$ cat src/rtl/rs_scheduler.sv
// Reservation-station scheduler: tag-tracking entries with CDB wakeup,
// lowest-index free allocation and lowest-index prepared dispatch.
module rs_scheduler #(
  parameter int RS_SIZE = 16,
  parameter int RS_BIT  = 4,
  parameter int TAG_BIT = 4
) (
  input  logic               clk_in,
  input  logic               rst_in,
  input  logic               rdy_in,
  input  logic               flush_in,
  input  logic               iss_valid,
  output logic               iss_ready,
  input  logic [TAG_BIT-1:0] iss_rob,
  input  logic [TAG_BIT-1:0] iss_qj,
  input  logic [TAG_BIT-1:0] iss_qk,
  input  logic               iss_qj_pend,
  input  logic               iss_qk_pend,
  output logic [RS_BIT-1:0]  iss_entry,
  input  logic               cdb_valid,
  input  logic [TAG_BIT-1:0] cdb_tag,
  output logic               exe_valid,
  input  logic               exe_ready,
  output logic [RS_BIT-1:0]  exe_entry,
  output logic [TAG_BIT-1:0] exe_rob,
  output logic [RS_BIT:0]    count
);

  logic [RS_SIZE-1:0] busy;
  logic [RS_SIZE-1:0] qj_pend;
  logic [RS_SIZE-1:0] qk_pend;
  logic [TAG_BIT-1:0] qj  [RS_SIZE];
  logic [TAG_BIT-1:0] qk  [RS_SIZE];
  logic [TAG_BIT-1:0] rob [RS_SIZE];

  logic [RS_SIZE-1:0] prepared;
  logic               iss_go;
  logic               exe_go;
  logic               qj_byp;
  logic               qk_byp;

  // Selection looks only at registered state, so a wakeup or a
  // dispatch takes effect on the following cycle.
  always_comb begin
    prepared  = busy & ~qj_pend & ~qk_pend;
    iss_entry = '0;
    exe_entry = '0;
    for (int i = RS_SIZE - 1; i >= 0; i--) begin
      if (!busy[i])    iss_entry = RS_BIT'(i);
      if (prepared[i]) exe_entry = RS_BIT'(i);
    end
    iss_ready = ~&busy;
    exe_valid = |prepared;
    exe_rob   = exe_valid ? rob[exe_entry] : '0;
  end

  assign iss_go = iss_valid & iss_ready & rdy_in & ~flush_in;
  assign exe_go = exe_valid & exe_ready & rdy_in & ~flush_in;
  assign qj_byp = cdb_valid & (iss_qj == cdb_tag);
  assign qk_byp = cdb_valid & (iss_qk == cdb_tag);

  always_ff @(posedge clk_in or negedge rst_in) begin
    if (!rst_in) begin
      busy    <= '0;
      qj_pend <= '0;
      qk_pend <= '0;
      count   <= '0;
      for (int i = 0; i < RS_SIZE; i++) begin
        qj[i]  <= '0;
        qk[i]  <= '0;
        rob[i] <= '0;
      end
    end else if (rdy_in) begin
      if (flush_in) begin
        busy    <= '0;
        qj_pend <= '0;
        qk_pend <= '0;
        count   <= '0;
      end else begin
        for (int i = 0; i < RS_SIZE; i++) begin
          if (cdb_valid && busy[i] && qj_pend[i] && qj[i] == cdb_tag)
            qj_pend[i] <= 1'b0;
          if (cdb_valid && busy[i] && qk_pend[i] && qk[i] == cdb_tag)
            qk_pend[i] <= 1'b0;
        end
        if (exe_go)
          busy[exe_entry] <= 1'b0;
        // Issue and dispatch never target the same entry.
        if (iss_go) begin
          busy[iss_entry]    <= 1'b1;
          rob[iss_entry]     <= iss_rob;
          qj[iss_entry]      <= iss_qj;
          qk[iss_entry]      <= iss_qk;
          qj_pend[iss_entry] <= iss_qj_pend & ~qj_byp;
          qk_pend[iss_entry] <= iss_qk_pend & ~qk_byp;
        end
        unique case ({iss_go, exe_go})
          2'b10:   count <= count + (RS_BIT+1)'(1);
          2'b01:   count <= count - (RS_BIT+1)'(1);
          default: count <= count;
        endcase
      end
    end
  end

endmodule
$ cat config.mk
export PLATFORM = sky130hd
export DESIGN_NAME = rs_scheduler
export DESIGN_NICKNAME = d
export VERILOG_FILES = /design/src/rtl/rs_scheduler.sv
export SDC_FILE = /design/constraint.sdc
export NUM_CORES = 1
export LEC_CHECK = 0
export ABC_AREA = 0
export CORE_ASPECT_RATIO = 1.4
export CORE_MARGIN = 8
export CORE_UTILIZATION = 45
export DETAILED_ROUTE_END_ITERATION = 16
export SYNTH_ARGS = -nofsm -noshare
export SYNTH_HDL_FRONTEND = slang
export SYNTH_SLANG_ARGS = --single-unit
$ cat constraint.sdc
create_clock -name clk_in -period 3.46 [get_ports clk_in]
set_input_delay 0.519 -clock clk_in [delete_from_list [all_inputs] [get_ports clk_in]]
set_output_delay 0.519 -clock clk_in [all_outputs]
set_load 0.03 [all_outputs]
==> results, run 1 <==
- On the worst path, the slowest cell contributes a delay of 0.40 ns.
- The portion of synthesized area spent on multiplexers is 18.1%.
- In the global route stage, overall resource usage came out at 20.5%.
- The total iterations of the first detailed-routing run is 4.
- The number of nets in the final layout is 1187.
- The relative slew slack is 44.8%.
- In this run, synthesis produced a sequential element count of 245.
- The sequential fraction of the synthesis area is 48.7%.
- The number of nets in the synthesized netlist is 1102.
- The total of warnings raised by yosys is 0.
- The final antenna diode count is 0.
- After synthesis, the largest family of logic cells by area is multiplexers.
- The nature of the critical path startpoint is a register.
- Counting every instance in the synthesized netlist gives 1073.
- Counting I/O delays and the setup requirement, the final critical path takes 3.57 ns.
- VDD sags by at most 0.000334 V.
- The wire length after detailed routing is 34200 microns.
- The fmax is 280 MHz.
- In this run the worst setup path begins at qk_pend[14]$_DFFE_PN0P_.
- The number of hold violations in the final report is 0.
- After floorplanning, the core was divided into 72 placement rows.
- The instance count along the most critical hold path is 1.
- The die footprint is 0.0337 sq mm.
- The worst hold path begins at rob[26]$_DFFE_PN0P_.
- Ranked by total cell area, the synthesized netlist is headed by dfrtp_1, mux2_1, xor2_1.
- The TritonCTS sink count is 245.
- The number of enable flip-flop cells after synthesis is 0.
- The hold slack is 0.485 ns.
- Summing all flip-flop and latch instances after layout gives 0.00613 sq mm.
- The I/O pin count is 44.
- By instance count, the leading cell after synthesis is dfrtp_1.
- The source-to-sink clock delay at the later pin of the worst-skew pair is 0.53 ns.
- The required time at the endpoint of the critical path is 2.94 ns.
- The data arrival time of the critical path is 3.05 ns.
- The flow ran to the end, but the final reports show violations.
- The wire length of the first global-routing pass is 54100 microns.
- In this run the worst hold path is classified as register to register.
- The count of antenna-violating nets left after detailed routing is 0.
- The tool flagged a number of max-cap violations equal to 0.
- The post-route netlist has 23.9% of its cells at a drive strength greater than 1.
- The layout overhead on the synthesized area is 20.3%.
- The library cell appearing most often on the critical path is buf_12.
- The netlist uses 68 different library cells.
- The clock arrives with 0.00865 ns of skew.
- The setup path with the least slack is of type register to primary output.
- The initial core utilization is 45.7%.
- After clock tree synthesis, the clock-pin slew on the worst setup and hold paths is 0.07 ns.
- The slowest stage of the critical path belongs to the cell or3b_4.
- The period utilization is 103%.
- Setup violations remaining at the end of the flow were counted as 4.
- The final reports fail on setup timing.
- Summed over all layers, the global routing overflow is 0.
- The adder and majority cell fraction of the synthesized area is 0.457%.
- The endpoint class of the critical path is a primary output.
- The via count of the first global-routing pass is 9155.
- The floorplan step defined a core boundary enclosing 0.0276 sq mm.
- The capture point of the worst reg-to-reg path is count[4]$_DFFE_PN0P_.
- Measured along the y axis, the die boundary spans 214 microns.
- In the final layout, the multi-input gates occupy 0.00632 sq mm.
- The share of synthesized flip-flops with an asynchronous set or reset is 100%.
- The TritonCTS clock tree is yes.
- The number of cells on the worst reg-to-reg path is 13.
- In this run the worst path has a maximum fanout of 14.
- In the synthesized netlist, the cells that appear most often are dfrtp_1, mux2_1, xor2_1.
- Dividing total power by cell area gives a power density of 472 mW/mm^2.
- The clock passes through at most 3 buffers.
- The routed via count divided by cell count is 5.69.
- The maximum number of pins on one net before global-route repair is 80.
- Setup repair after global routing could not meet its margin everywhere.
- The summed instance area of the synthesized netlist is 0.0126 sq mm.
- The post-route setup TNS is -0.252 ns.
- The die is 157 microns wide.
- The first routing iteration left 462 violations.
- The number of input and output port buffers inserted is 43.
- In the final routed layout, each cell accounts on average for 22.1 microns.
- The critical path goes through or3b_4 -> a211o_1 -> a21oi_2 -> nor4_2 -> nand2b_4 -> buf_12 -> mux2i_1 -> a22o_1 -> nor4_4 -> buf_12.
- The average instance in the mapped netlist occupies 11.7 sq um.
- The startpoint identified for the worst register-to-register timing path is busy[2]$_DFFE_PN0P_.
- At the end of routability-driven placement, the weighted congestion stood at 0.857.
- For this block, the via count after detailed routing is 8796.
- The xor/xnor share of the synthesized area is 9.81%.
- The actual slew at the worst max-slew pin is 0.828 ns.
- Of the total synthesized cell area, the portion taken by AND, OR, NAND and NOR gates is 10.1%.
- The buffer type at the clock tree root is clkbuf_16.
- After synthesis, the largest area contributor takes up 48.7% of total cell area.
- The number of remaining DRC errors is 0.
- The HPWL after detailed placement is 22800 microns.
- The worst setup slack for register-to-register paths is 0.31 ns.
- TritonCTS created 26 clock buffers.
- The analysis attributes to cell leakage a power of 7.17 nW.
- The number of pins exceeding their max-slew limit in the final report is 0.
- The number of antenna violations at the first check in global routing came to 0.
- The synthesized netlist devotes 9.44% of its cell area to compound gates.
- The slack of the critical path is -0.111 ns.
- dfrtp_1 takes more of the synthesized area than any other cell.
- The top flip-flop cell by instance count after synthesis is dfrtp_1.
- For hold timing, the worst endpoint is rob[26]$_DFFE_PN0P_.
- CTS built an H-tree with a depth of 1.
- The layout has 2440 filler cells.
==> worst max path at each step <==
stage / cells after the start / slack [ns] / end
final: 10 / -0.11 / exe_rob[2]
after global routing: 9 / -0.20 / exe_rob[2]
after CTS: 10 / -0.07 / exe_rob[2]
after detailed placement: 11 / 0.13 / exe_rob[3]
after global placement: 9 / 0.20 / exe_rob[2]
after floorplan: 11 / 0.23 / exe_rob[0]
==> report_power, final <==
group	switching (W)	internal, W
combinational	0.000633	0.000560
sequential	0.000139	0.00306
clock	0.00116	0.00159
==> stage by stage <==
stage | instance area (sq um) | power [W] | setup WS [ns] | util [%] | instances
2_1_floorplan | 12600 | 0.00392 | 0.231 | - | 1073
3_3_place_gp | 13800 | 0.00434 | 0.197 | 49.9 | 1470
3_5_place_dp | 13800 | 0.00436 | 0.132 | 49.9 | 1470
4_1_cts | 14900 | 0.00718 | -0.0671 | 54.1 | 1531
5_1_grt | 15200 | 0.00744 | -0.197 | 55.0 | 1547
6_report | 15200 | 0.00715 | -0.111 | 55.0 | 1547
==> cells by family (layout without fill, tap and decap cells) <==
kind of cell | Yosys count | after routing
xor gates and xnor gates | 141 | 141
muxes | 204 | 204
buffers and inverters | 105 | 209
and+or+nand+nor | 214 | 214
AOI/OAI and AO/OA | 160 | 160
adders and majority gates | 4 | 4
DFF | 245 | 245
==> routing by layer <==
metal | GRT usage, % | wire, microns | vias to the layer above | share of wire, %
met5 | 0 | 0 | - | 0
met1 | 25.4 | 14300 | 4539 | 42
met2 | 36.7 | 17900 | 164 | 52
met4 | 5.60 | 764 | 0 | 2.2
met3 | 2.26 | 1190 | 53 | 3.5
li1 | - | - | 4040 | -
==> worst max-delay path, delay by kind of cell (launching register included) <==
family	cells	cell delay, ns
multiplexers	1	0.12
AND/OR/NAND/NOR	4	0.99
AO/OA/AOI/OAI	3	0.70
flip-flops	1	0.38
buffers and inverters	2	0.33
==> cells in the final DEF, fill, tap and decap left out, types with 15 or more instances in the layout <==
master	count
xnor2_1	38
buf_4	84
nor3_1	27
dfrtp_1	243
mux2_1	116
inv_1	21
a21oi_1	18
o2bb2ai_1	15
clkdlybuf4s50_1	31
nor2_1	25
nand3_1	24
nand2_1	28
xor2_1	103
clkbuf_16	27
mux2_2	74
a22o_1	15
nand4_1	31
==> repair_timing <==
| item | in CTS | in global routing |
|---|---|---|
| pin swaps | 13 | 23 |
| setup endpoints to repair | 5 | 7 |
| endpoints found under the hold margin | 14 | 0 |
| cloned | 2 | 0 |
| hold buffers | 1 | 0 |
| buffers inserted | 11 | 17 |
| gates resized for setup | 37 | 26 |
==> final cells by class <==
| class | count | share of cell area [%] |
|---|---|---|
| Clock buffer | 41 | 5.33 |
| Clock inverter | 6 | 0.215 |
| Inverter | 23 | 0.570 |
| Multi-Input combinational cell | 723 | 41.7 |
| Sequential cell | 245 | 40.5 |
| Tap cell | 370 | 3.05 |
| Timing Repair Buffer | 139 | 8.63 |
==> flip-flops by register name (all words and copies together) (netlist names) <==
| signal | count |
|---|---|
| qk_pend | 16 |
| rob | 64 |
| count | 5 |
| qj_pend | 16 |
| qk | 64 |
| qj | 64 |
| busy | 16 |
(Power assumes the default switching activity.)
==> run 2, diff against run 1 <==
--- a/config.mk
+++ b/config.mk
@@ -10,6 +10,8 @@
 export CORE_MARGIN = 8
 export CORE_UTILIZATION = 45
 export DETAILED_ROUTE_END_ITERATION = 16
+export DONT_BUFFER_PORTS = 1
+export HOLD_SLACK_MARGIN = 0.06
 export SYNTH_ARGS = -nofsm -noshare
 export SYNTH_HDL_FRONTEND = slang
 export SYNTH_SLANG_ARGS = --single-unit
==> run 2 against run 1 <==
  * The run ends with hold timing, setup timing left
  * Non-clock buffer count fell by 55
  * Final cell count decreased by 3.9%
  * Sequential power about the same
  * Core utilization decreased by 2.8 points
  * First-iteration DRC count increased by 20%
  * Global-route usage decreased by 0.16 points
  * Sequential share of layout area is 2.2 points higher
  * Critical endpoint is now exe_rob[3]
  * Clock skew increased by 0.0097 ns
  * Highest routed layer unchanged
  * Power decreased by 5.0%
  * Die area unchanged
==> results, run 2 (synthesized netlist as in run 1, its figures left out) <==
- The run finished, with violations left.
- The final reports fail on hold timing, setup timing.
- The via count is 8626 (-1.9%).
- The TritonCTS sink count was 245 (unchanged).
- The hold slack is -0.287 ns (-0.772 ns).
- The total iterations of the first detailed-routing run came to 7 (+3).
- The endpoint class of the critical path is a primary output.
- The worst ir drop on vdd was 0.000287 V (-14%).
- The power per unit of standard cell area was 472 mW/mm^2 (about the same).
- CTS placed an instance of clkbuf_16 at the clock tree root.
- The worst setup slack after placement is 0.176 ns (+0.0441 ns).
- The number of maximum-capacitance constraint violations was 0 (unchanged).
- The clock network fraction of total power is 39.6% (+1.1 points).
- The number of input and output port buffers inserted is 0 (-100%).
- The number of pins exceeding their max-slew limit in the final report is 0 (unchanged).
- The via count of the first global-routing pass is 8810 (-3.8%).
- The maximum fanout encountered on the critical timing path is 5 (-9).
- The setup path with the least slack is of type register to primary output.
- The time the final worst path needs with I/O delays and setup was 3.58 ns (+0.00416 ns).
- The final estimated routing congestion in global placement came to 0.866 (+1.0%).
- The part of the total power dissipated in combinational logic was 12.8% (-3.9 points).
- The horizontal die dimension is 157 microns (unchanged).
- The post-route setup TNS is -0.288 ns (-0.0360 ns).
- The number of antenna violations at the first check in global routing is 0 (unchanged).
- The internal power of the cells is 0.00508 W (-2.7%).
- The wire length after detailed routing is 34200 microns (-0.11%).
- The largest registers in the layout are qj: 64 flops, qk: 64 flops, rob: 64 flops.
- The layout overhead on the synthesized area is 14.2%.
- The maximum number of pins on one net before global-route repair is 246 (+210%).
- The routed via count divided by cell count is 5.80 (+2.0%).
- The summed area of non-filler cells in the final layout is 0.0144 sq mm (-5.1%).
- The period utilization is 103% (+0.12 points).
- The sum of overflow across all layers after global routing is 0 (unchanged).
- The required time at the endpoint of the critical path is 2.94 ns (about the same).
- The HPWL after detailed placement is 21400 microns (-5.9%).
- The height of the die is 214 microns (unchanged).
- The area of the core is 0.0276 sq mm (unchanged).
- The starting DRC count in detailed routing came to 553 (+20%).
- The buffer depth of the longest clock path is 3 (unchanged).
- The reported net switching power is 0.00172 W (-11%).
- The power share of the sequential group is 47.6% (+2.8 points).
- The actual slew at the worst max-slew pin is 0.888 ns (+0.0602 ns).
- The total routing resource utilization after global routing is 20.3% (-0.16 points).
- The wire length of the first global-routing pass came to 53500 microns (-1.1%).
- The maximum clock skew at final layout is 0.0183 ns (+0.00968 ns).
- The data arrival time of the critical path came to 3.06 ns (about the same).
- STA classifies the critical path startpoint as a register.
- The worst hold path belongs to the class primary input to async pin.
- The count of antenna-violating nets left after detailed routing is 0 (unchanged).
- The area after detailed placement was 0.0131 sq mm (-4.5%).
- The number of nets in the final layout was 1131 (-4.7%).
- The row count is 72 (unchanged).
- The I/O pin count was 44 (unchanged).
- The initial core utilization came to 45.7% (unchanged).
- The number of failing setup endpoints in the final timing report is 4 (unchanged).
- The leakage power is 6.85 nW (-4.5%).
- The number of remaining DRC errors was 0 (unchanged).
- In the layout the commonest cells are dfrtp_1, mux2_1, xor2_1, buf_4, mux2_2.
- The switching share of power is 25.3% (-1.8 points).
- The clock edge transition at the registers on the reported setup and hold paths was 0.06 ns (about the same).
- The fraction of final layout cells with drive strength greater than 1 is 21.9% (-1.9 points).
- The TritonCTS clock tree is yes.
- The library cell used most frequently in the layout, excluding fill and tap cells, is dfrtp_1.
- The number of hold violations in the final report is 245 (+245).
- The relative slew slack is 40.8% (-4.0 points).
- The routed wirelength normalized by instance count was 23.0 microns (+3.9%).
- The source-to-sink clock delay at the later pin of the worst-skew pair was 0.53 ns (about the same).
- The die footprint is 0.0337 sq mm (unchanged).
- The count of H-tree levels built during CTS came to 1 (unchanged).
- The fmax is 280 MHz (-0.12%).
- The TritonCTS buffer count was 25 (-3.8%).
- Setup repair after global routing could not meet its margin everywhere.
- The slack of the critical path is -0.116 ns (-0.00416 ns).
- The final antenna diode count is 0 (unchanged).
run 2: worst paths after layout:
path / to / from / depth (start not counted) / slack, ns
setup / recovery: exe_rob[3] / qk_pend[14]$_DFFE_PN0P_ / 11 / -0.12
hold / removal: qj[25]$_DFFE_PN0P_ / rst_in / 0 / -0.29
setup reg to reg: count[4]$_DFFE_PN0P_ / busy[2]$_DFFE_PN0P_ / 12 / 0.28
hold reg to reg: rob[20]$_DFFE_PN0P_ / rob[20]$_DFFE_PN0P_ / 1 / 0.49
max in group asynchronous: qj[37]$_DFFE_PN0P_ / rst_in / 0 / 3.30
min in group clk_in: rob[38]$_DFFE_PN0P_ / iss_rob[2] / 1 / 0.13
run 2: critical path, stage by stage, from the launching register on:
cell and delay (ns):
dfrtp_1 0.39, or3b_4 0.40, a211o_1 0.27, a21oi_2 0.18
nor4_2 0.07, nand2b_4 0.17, buf_4 0.16, buf_4 0.14
mux2i_1 0.11, a22o_1 0.24, nor3_2 0.21, buf_4 0.20
run 2: power groups by stage:
| stage | combinational [W] | sequential (W) | clock [W] |
|---|---|---|---|
| final | 0.000868 | 0.00323 | 0.00269 |
| after global routing | 0.000939 | 0.00325 | 0.00287 |
| after CTS | 0.000827 | 0.00323 | 0.00275 |
| after detailed placement | 0.000783 | 0.00328 | 0 |
| after global placement | 0.000769 | 0.00328 | 0 |
| after floorplan | 0.000683 | 0.00324 | 0 |
run 2: per-stage QoR:
step / std cells / total power (W) / utilization, %
3_5_place_dp: 1416 / 0.00406 / 47.7
3_3_place_gp: 1416 / 0.00405 / 47.7
6_report: 1487 / 0.00679 / 52.2
4_1_cts: 1475 / 0.00681 / 51.6
2_1_floorplan: 1073 / 0.00392 / -
5_1_grt: 1487 / 0.00707 / 52.2
run 2: cell type report:
| type | instances | area, sq um |
|---|---|---|
| clock buffers | 36 | 747 |
| clock inverters | 6 | 58.8 |
| fillers | 2448 | 13200 |
| inverters | 23 | 86.3 |
| multi-input cells | 723 | 6240 |
| flip-flops and latches | 245 | 6130 |
| well taps | 370 | 463 |
| repair buffers | 84 | 658 |
run 2: timing repair:
item / in CTS / in global routing
resized for setup: 32 / 16
cloned: 1 / 0
hold buffers: 1 / 1
hold endpoints to repair: 249 / 246
pin swaps: 7 / 7
endpoints found under the setup margin: 4 / 5
buffers inserted: 15 / 11
run 2: per-layer routing:
layer / track usage, % / wire length [microns] / vias to the layer above
met3: 2.56 / 1540 / 67
met4: 6.75 / 1060 / 0
met2: 35.6 / 17700 / 197
met1: 25.3 / 13900 / 4429
li1: - / - / 3933
met5: 0 / 0 / -
